==> src/rtl/bank_map_pkg.sv <==
// bank_map_pkg: shared types and the radix-16 digit-sum helper for the bank address mapper.
package bank_map_pkg;
  localparam int RADIX  = 16;
  localparam int LANES  = 16;
  localparam int BANK_W = 4;
  typedef logic [BANK_W-1:0] bank_t;
  typedef logic [BANK_W-1:0] lane_t;
  // 4-bit accumulator, so the mod-16 wrap comes for free; only the low n digits are summed.
  function automatic bank_t digit_sum(input logic [63:0] v, input int n);
    bank_t s;
    s = '0;
    for (int k = 0; k < 16; k++)
      if (k < n) s += v[4*k +: 4];
    return s;
  endfunction
endpackage

==> src/rtl/bank_idx_calc.sv <==
// bank_idx_calc: combinational bank index (digit sum mod 16) and in-bank address for one lane.
module bank_idx_calc
  import bank_map_pkg::*;
#(
  parameter int D_WIDTH    = 12,
  parameter int NUM_DIGITS = D_WIDTH / 4,
  parameter int BA_WIDTH   = D_WIDTH - 4
) (
  input  logic [D_WIDTH-1:0]  order,
  output bank_t               bank,
  output logic [BA_WIDTH-1:0] addr
);
  assign bank = digit_sum(64'(order), NUM_DIGITS);
  assign addr = order[D_WIDTH-1:4];
endmodule

==> src/rtl/bank_addr_map.sv <==
// bank_addr_map: two-stage conflict-free bank mapper with inverse lane routing and conflict tracking.
module bank_addr_map
  import bank_map_pkg::*;
#(
  parameter int D_WIDTH    = 12,
  parameter int NUM_DIGITS = D_WIDTH / 4,
  parameter int BA_WIDTH   = D_WIDTH - 4
) (
  input  logic                clk,
  input  logic                rst,
  input  logic                in_valid,
  input  logic                in_done,
  input  logic                clr,
  input  logic [D_WIDTH-1:0]  order [LANES],
  output logic                out_valid,
  output bank_t               bank_idx [LANES],
  output logic [BA_WIDTH-1:0] bank_addr [LANES],
  output lane_t               lane_sel [LANES],
  output logic                conflict,
  output logic [15:0]         group_cnt,
  output logic                map_done
);
  bank_t               b_c [LANES];
  logic [BA_WIDTH-1:0] a_c [LANES];
  logic                v1, d1;
  bank_t               b1 [LANES];
  logic [BA_WIDTH-1:0] a1 [LANES];
  lane_t               ls_c [LANES];
  logic [LANES-1:0]    occ;
  for (genvar i = 0; i < LANES; i++) begin : g_lane
    bank_idx_calc #(.D_WIDTH(D_WIDTH), .NUM_DIGITS(NUM_DIGITS), .BA_WIDTH(BA_WIDTH)) u_calc (
      .order(order[i]),
      .bank (b_c[i]),
      .addr (a_c[i])
    );
  end
  always_ff @(posedge clk or negedge rst)
    if (!rst) begin
      v1 <= 1'b0;
      d1 <= 1'b0;
      b1 <= '{default: '0};
      a1 <= '{default: '0};
    end else begin
      v1 <= in_valid;
      d1 <= in_valid & in_done;
      if (in_valid) begin
        b1 <= b_c;
        a1 <= a_c;
      end
    end
  // Walk lanes high to low so the lowest matching lane is the last writer.
  always_comb begin
    ls_c = '{default: '0};
    occ  = '0;
    for (int i = LANES - 1; i >= 0; i--) begin
      ls_c[b1[i]] = lane_t'(i);
      occ[b1[i]]  = 1'b1;
    end
  end
  always_ff @(posedge clk or negedge rst)
    if (!rst) begin
      out_valid <= 1'b0;
      bank_idx  <= '{default: '0};
      bank_addr <= '{default: '0};
      lane_sel  <= '{default: '0};
      conflict  <= 1'b0;
      group_cnt <= '0;
      map_done  <= 1'b0;
    end else begin
      out_valid <= v1;
      if (v1) begin
        bank_idx  <= b1;
        bank_addr <= a1;
        lane_sel  <= ls_c;
      end
      conflict  <= clr ? 1'b0 : conflict | (v1 & (occ != '1));
      group_cnt <= clr ? '0 : group_cnt + 16'(v1);
      map_done  <= d1 & ~clr;
    end
endmodule

==> config.mk <==
export PLATFORM = sky130hd
export DESIGN_NAME = bank_addr_map
export DESIGN_NICKNAME = d
export VERILOG_FILES = /design/src/rtl/bank_map_pkg.sv /design/src/rtl/bank_idx_calc.sv /design/src/rtl/bank_addr_map.sv
export SDC_FILE = /design/constraint.sdc
export NUM_CORES = 1
export LEC_CHECK = 0
export ABC_CLOCK_PERIOD_IN_PS = 4250
export CAP_MARGIN = 20
export CORE_MARGIN = 4
export CORE_UTILIZATION = 45
export CTS_CLUSTER_DIAMETER = 60
export DETAILED_ROUTE_END_ITERATION = 16
export PLACE_DENSITY = 0.71
export SKIP_LAST_GASP = 1
export SYNTH_ARGS = -nofsm -noshare
export SYNTH_HDL_FRONTEND = slang
export SYNTH_SLANG_ARGS = --single-unit
export TNS_END_PERCENT = 5
==> constraint.sdc <==
create_clock -name clk -period 4.25 [get_ports clk]
set_clock_uncertainty 0.2 [all_clocks]
set_input_delay 0.85 -clock clk [delete_from_list [all_inputs] [get_ports clk]]
set_output_delay 0.85 -clock clk [all_outputs]
set_load 0.02 [all_outputs]
# Word level (Yosys, flattened, before mapping)
# Cells that the tools add are included.
[classes]
n_mul = 0
shifts = 0
div_mod_pow = 0
bitwise_logic = 80
reduce_logical = 32
n_lt_le_gt_ge = 64
n_addsub = 33
eq_ne = 1
muxes = 66
[op_table]
columns = ["operator", "n"]
rows = [
  ["$or A16 B16 Y16", 19],
  ["$demux W4 S4", 16],
  ["$and A32 B32 Y32", 6],
  ["$and A48 B48 Y48", 4],
  ["$not A32 Y32", 6],
  ["$not A48 Y48", 4],
  ["$or A32 B32 Y32", 6],
  ["$or A48 B48 Y48", 4],
  ["$add A4 B4 Y4", 32],
  ["$ge A5 B5 Y1 const B", 16],
  ["$lt A4 B5 Y1 const B", 16],
  ["$lt A5 B1 Y1 const B", 16],
  ["$not A4 Y5", 16],
  ["$and A16 B16 Y16", 4],
  ["$and A64 B64 Y64", 1],
  ["$demux W1 S4", 16],
  ["$ge A4 B1 Y1 const B", 16],
  ["$mux W4", 16],
  ["$not A16 Y16", 4],
  ["$not A64 Y64", 1],
  ["$logic_and A1 B1 Y1", 32],
  ["$mux W1", 17],
  ["$add A16 B1 Y16", 1],
  ["$mux W16", 1],
  ["other kinds (4)", 6],
]
[word_totals]
in_bits = 197
ram_bits = 0
latch_bits = 0
mem_count = 0
reg_bits = 469
romBits = 0

# Logic depth before layout (Yosys ltp)
[depth]
ltp_word = 23
mapped_depth = 10
ltp_nobuf = 10

# Hierarchy
# A second synthesis with hierarchy kept.
[unflattened]
hier_cells = 2274
area_unflattened_um2 = 26091.3
[by_module_without_submodules]
columns = ["mod", "cells_each", "seq_area_each_um2", "area_per_inst_um2", "n_inst"]
rows = [
  ["bank_addr_map", 1938, 11736.3, 22708.0, 1],
  ["bank_idx_calc", 21, 0.0, 211.5, 16],
]

# Least setup slack after synthesis
# No wires, ideal clock.
[synth_path]
path_kind = "input port to flip-flop"
startpoint = "input order[61] (netlist name)"
endpoint = "register b1[23] (netlist name)"
required_ns = 3.913
setup_ns = 0.137
stages = 8
n_path_buf = 0
arrival_ns = 2.444
setup_slack_ns = 1.469
cell_sequence = "fa_1 > ha_1 > inv_1 > fa_1 > xnor2_1 > xnor2_1 > xnor2_1 > a21oi_1"
[synth_between]
elab_chain_len = 2
[synth_rtl]
columns = ["item", "line", "source"]
rows = [
  ["from (decl)", "bank_addr_map.sv:14", "input logic [D_WIDTH-1:0] order [LANES],"],
  ["$add A4 B4 Y4 (2 in series)", "bank_map_pkg.sv:13", "if (k < n) s += v[4*k +: 4];"],
  ["to (signal assigned)", "bank_addr_map.sv:41", "b1 <= '{default: '0};"],
  ["to (signal assigned)", "bank_addr_map.sv:47", "b1 <= b_c;"],
  ["to (decl)", "bank_addr_map.sv:26", "bank_t b1 [LANES];"],
]
# No other way between the ends.
# A chain may end at the register's enable or synchronous reset.

# Worst setup path in the final report
[layout_path]
startpoint = "register b1[20] (netlist name)"
endpoint = "register conflict"
[layout_between]
elab_chain_len = 19
word_cells_on_any_way = 20
[layout_rtl]
columns = ["item", "line", "source"]
rows = [
  ["$lt A4 B5 Y1 (not written as such) / $ge A4 B1 Y1 (equally long branches)", "bank_addr_map.sv:57", "occ[b1[i]] = 1'b1;"],
  ["$logic_and A1 B1 Y1 (not written as such)", "bank_addr_map.sv:57", ""],
  ["$mux W1 (not written as such)", "bank_addr_map.sv:57", ""],
  ["$demux W1 S4 *", "bank_addr_map.sv:57", ""],
  ["$or A16 B16 Y16 (no source line) * (11 in series)", "--", ""],
  ["$ne A16 B16 Y1 *", "bank_addr_map.sv:76", "conflict <= clr ? 1'b0 : conflict | (v1 & (occ != '1));"],
  ["$and A1 B1 Y1 *", "bank_addr_map.sv:76", ""],
  ["$or A1 B1 Y1 *", "bank_addr_map.sv:76", ""],
  ["$mux W1 *", "bank_addr_map.sv:76", ""],
  ["to (signal assigned)", "bank_addr_map.sv:76", ""],
  ["to (decl)", "bank_addr_map.sv:19", "output logic conflict,"],
]
# Mark *: on every way between the ends. The rest lies on a longest branch, timed or not.

==> summary.md <==
| Metric | Value |
|---|---|
| Status | `finished, final reports clean` |
| Async SR Flop Fraction | `100%` |
| Commonest non-fill, non-tap cell in the layout | `clkdlybuf4s50_1` |
| Synth Area in Compound Gates | `7.99%` |
| Vias | `20000` |
| Die Y | `245 um` |
| Fillers | `4533` |
| Hold WS | `0.134 ns` |
| Crit path DAT | `3.53 ns` |
| Hold Violations, Final | `0` |
| Sw Ratio | `38.3%` |
| Pin count of the biggest net entering global routing | `135` |
| Crit-path cells | `nor4bb_1 > nor4_1 > nand4b_1 > o2111ai_1 > nor4_1 > a31oi_1` |
| # rows | `86` |
| Clock Pin Slew Worst Setup and Hold Paths | `0.06 ns` |
| Synth warnings | `0` |
| Multi-input logic area | `12400 sq um` |
| H-tree Lvls | `2` |
| Setup repair after global routing missed its margin | `false` |
| Reg-to-reg startpoint | `b1[20]$_DFFE_PN0P_` |
| Synth top area share | `46.4%` |
| Cell Pwr Density | `576 nW/um^2` |
| CTS Sinks | `469` |
| Final setup violation count | `0` |
| I/O pin count | `472` |
| First-pass GRT wire length | `129 mm` |
| Tmin final | `3.28 ns` |
| Comb pwr share | `38.2%` |
| Area of the die | `60100 sq um` |
| Tcrit/Tclk final | `77.3%` |
| Worst Setup End Kind | `register` |
| Vias per cell | `5.79` |
| Post-CTS Setup Inserts | `0` |
| Synth Area in XOR/XNOR | `2.70%` |
| Synth cell types | `76` |
| P&R area growth vs syn | `28.8%` |
| Dpl hpwl | `65.0 mm` |
| Multiplexer area fraction after synthesis | `15.6%` |
| Hold Crit Class | `in2async` |
| CTS tree | `done` |
| Clk Tree Root Cell | `clkbuf_16` |
| CP Launch Point | `b1[20]$_DFFE_PN0P_` |
| GRT overflow | `0` |
| Die X | `245 um` |
| Worst slew pin tran | `1.14 ns` |
| WL per Instance | `24.8 um` |
| Synthesized area per cell | `11.2 sq um` |
| Crit path launch type | `register` |
| Worst path required time | `4.50 ns` |
| Number of synthesized flops with an enable pin | `0` |
| Critical Path Most Common Cell | `nor4_1` |
| Slowest cell on crit path | `nor4bb_1` |
| Routability congestion estimate | `0.988` |
| P_leak | `0.0136 uW` |
| Register area share after synthesis | `46.4%` |
| WS Path Type | `reg2reg` |
| Max clock buf depth | `3` |
| Max-Cap Viols | `0` |
| Worst-Skew Late Latency | `0.59 ns` |
| Post-Syn Area | `25300 sq um` |
| #FFs+latches synth | `469` |
| Max incr delay on CP | `0.94 ns` |
| Share of layout cells above drive strength 1 | `18.4%` |
| Final wirelength | `85.9 mm` |
| DP Worst Slack | `0.857 ns` |
| Syn nets | `2535` |
| Clock network fraction of total power | `25.8%` |
| Sequential cell area | `11700 sq um` |
| Pint | `11600 uW` |
| Placeable Area | `55400 sq um` |
| Cts repair resizes | `0` |
| First drt pass iteration count | `5` |
| Worst Path Max Fanout | `18` |
| Worst rel slew slack | `23.1%` |
| Final worst setup slack | `0.966 ns` |
| Vias in the first global route | `20100` |
| Synth Area in Adders | `5.95%` |
| NumNets Final | `2948` |
| Hold Buf Count CTS | `0` |
| Maximum clock frequency | `305 MHz` |
| Starting density of the core | `45.7%` |
| Synth area leaders | `dfrtp_1 46%, mux2_2 15%, fa_1 5.1%, nor2_1 2.3%, xnor2_1 2.3%` |
| Setup_tns | `0 ns` |
| Worst vdd ir | `0.361 mV` |
| Post-Synth Simple-Gate Area | `16.8%` |
| I/O Buffers | `471` |
| Remaining antenna violation count after routing | `0` |
| DR DRC count | `0` |
| Net switching power | `7180 uW` |
| DR iter-0 viols | `1601` |
| Main flop type after synthesis | `dfrtp_1` |
| Cts bufs inserted | `52` |
| Reg power frac | `36.1%` |
| Antenna violations before repair | `1` |
| Gr usage total | `28.0%` |
| Cells after Synth | `2256` |
| Largest family of logic cells by synthesized area | `simple AND/OR/NAND/NOR gates` |
| Leading area contributor after synthesis | `dfrtp_1` |
| Worst R2R Path Depth | `6` |
| Most frequent cells in the layout | `469 x clkdlybuf4s50_1, 468 x dfrtp_1, 337 x mux2_2, 158 x nor2_1, 144 x inv_1` |
| Max-slew violations | `0` |
-- logic make-up (layout without fill, tap and decap cells) --
logic type | after synthesis | in the layout
AND/OR/NAND/NOR | 669 | 669
adder cells (fa/ha/maj) | 82 | 82
other | 0 | 1
AO/OA/AOI/OAI | 312 | 312
multiplexers | 352 | 352
XOR/XNOR | 78 | 78
flip-flops | 469 | 469
buffers and inverters | 294 | 749
-- power by group through the flow --
stage / logic (uW) / registers [uW] / clock network [uW]
4_1_cts: 7100 / 6720 / 4950
3_3_place_gp: 7030 / 6750 / 0
5_1_grt: 7540 / 6910 / 5120
6_report: 7160 / 6760 / 4840
3_5_place_dp: 7060 / 6790 / 0
2_1_floorplan: 3400 / 6830 / 0
-- final cells by class --
class	count	area share, %
Antenna cell	1	0.00768
Clock buffer	73	4.67
Clock inverter	23	1.05
Inverter	144	1.66
Multi-Input combinational cell	1493	38.0
Sequential cell	469	36.0
Tap cell	748	2.87
Timing Repair Buffer	509	15.7
-- worst max-delay path, delay by kind of cell (launching register included) --
kind             cells  cell delay, ns
flip-flops           1            0.78
AO/OA/AOI/OAI        2            0.32
AND/OR/NAND/NOR      4            1.83
-- routing by layer --
| layer | global-route usage (%) | share of wire [%] | up-vias |
|---|---|---|---|
| met3 | 6.36 | 7.9 | 99 |
| li1 | - | - | 8934 |
| met1 | 40.1 | 44 | 10200 |
| met5 | 0 | 0 | - |
| met2 | 43.9 | 46 | 779 |
| met4 | 5.96 | 2.0 | 0 |
-- state kept, by name (all words and copies together), names as in the netlist --
name       count
a1           128
group_cnt     16
lane_sel      64
bank_addr    128
bank_idx      64
b1            64
map_done       1
v1             1
out_valid      1
conflict       1
d1             1
-- worst paths after layout --
path / endpoint / slack, ns
setup / recovery: conflict$_DFF_PN0_ / 0.97
hold / removal: bank_addr[43]$_DFFE_PN0P_ / 0.13
setup reg to reg: conflict$_DFF_PN0_ / 0.97
hold reg to reg: lane_sel[51]$_DFFE_PN0P_ / 0.29
max in group asynchronous: map_done$_DFF_PN0_ / 2.59
min in group clk: lane_sel[51]$_DFFE_PN0P_ / 0.29
-- cell usage after synthesis (all sizes together), types with 9 or more instances --
cell,count
a21oi,112
mux2i,15
nor4b,50
nand2,97
nor2,158
nor4bb,52
o31ai,20
xor2,11
nand4,12
nor3,15
nor2b,55
fa,64
o21ai,36
inv,144
and4,14
o31a,13
xnor2,67
a211oi,15
o2bb2ai,24
buf,53
a31oi,24
nand3,41
and3,9
nand4bb,9
o22ai,16
mux2,337
nand2b,19
and4bb,12
and4b,41
clkbuf,97
ha,18
nor4,36
or4,10
dfrtp,469
a221oi,14
-- through the flow --
stage / cell area, sq um / cells / util (%) / power [uW]
global placement: 30700 / 3363 / 55.4 / 13800
CTS: 32600 / 3459 / 58.8 / 18800
finish: 32600 / 3460 / 58.8 / 18800
global route: 32600 / 3459 / 58.8 / 19600
detailed placement: 30700 / 3363 / 55.4 / 13800
floorplan: 25300 / 2256 / - / 10200
(Power assumes the default switching activity.)
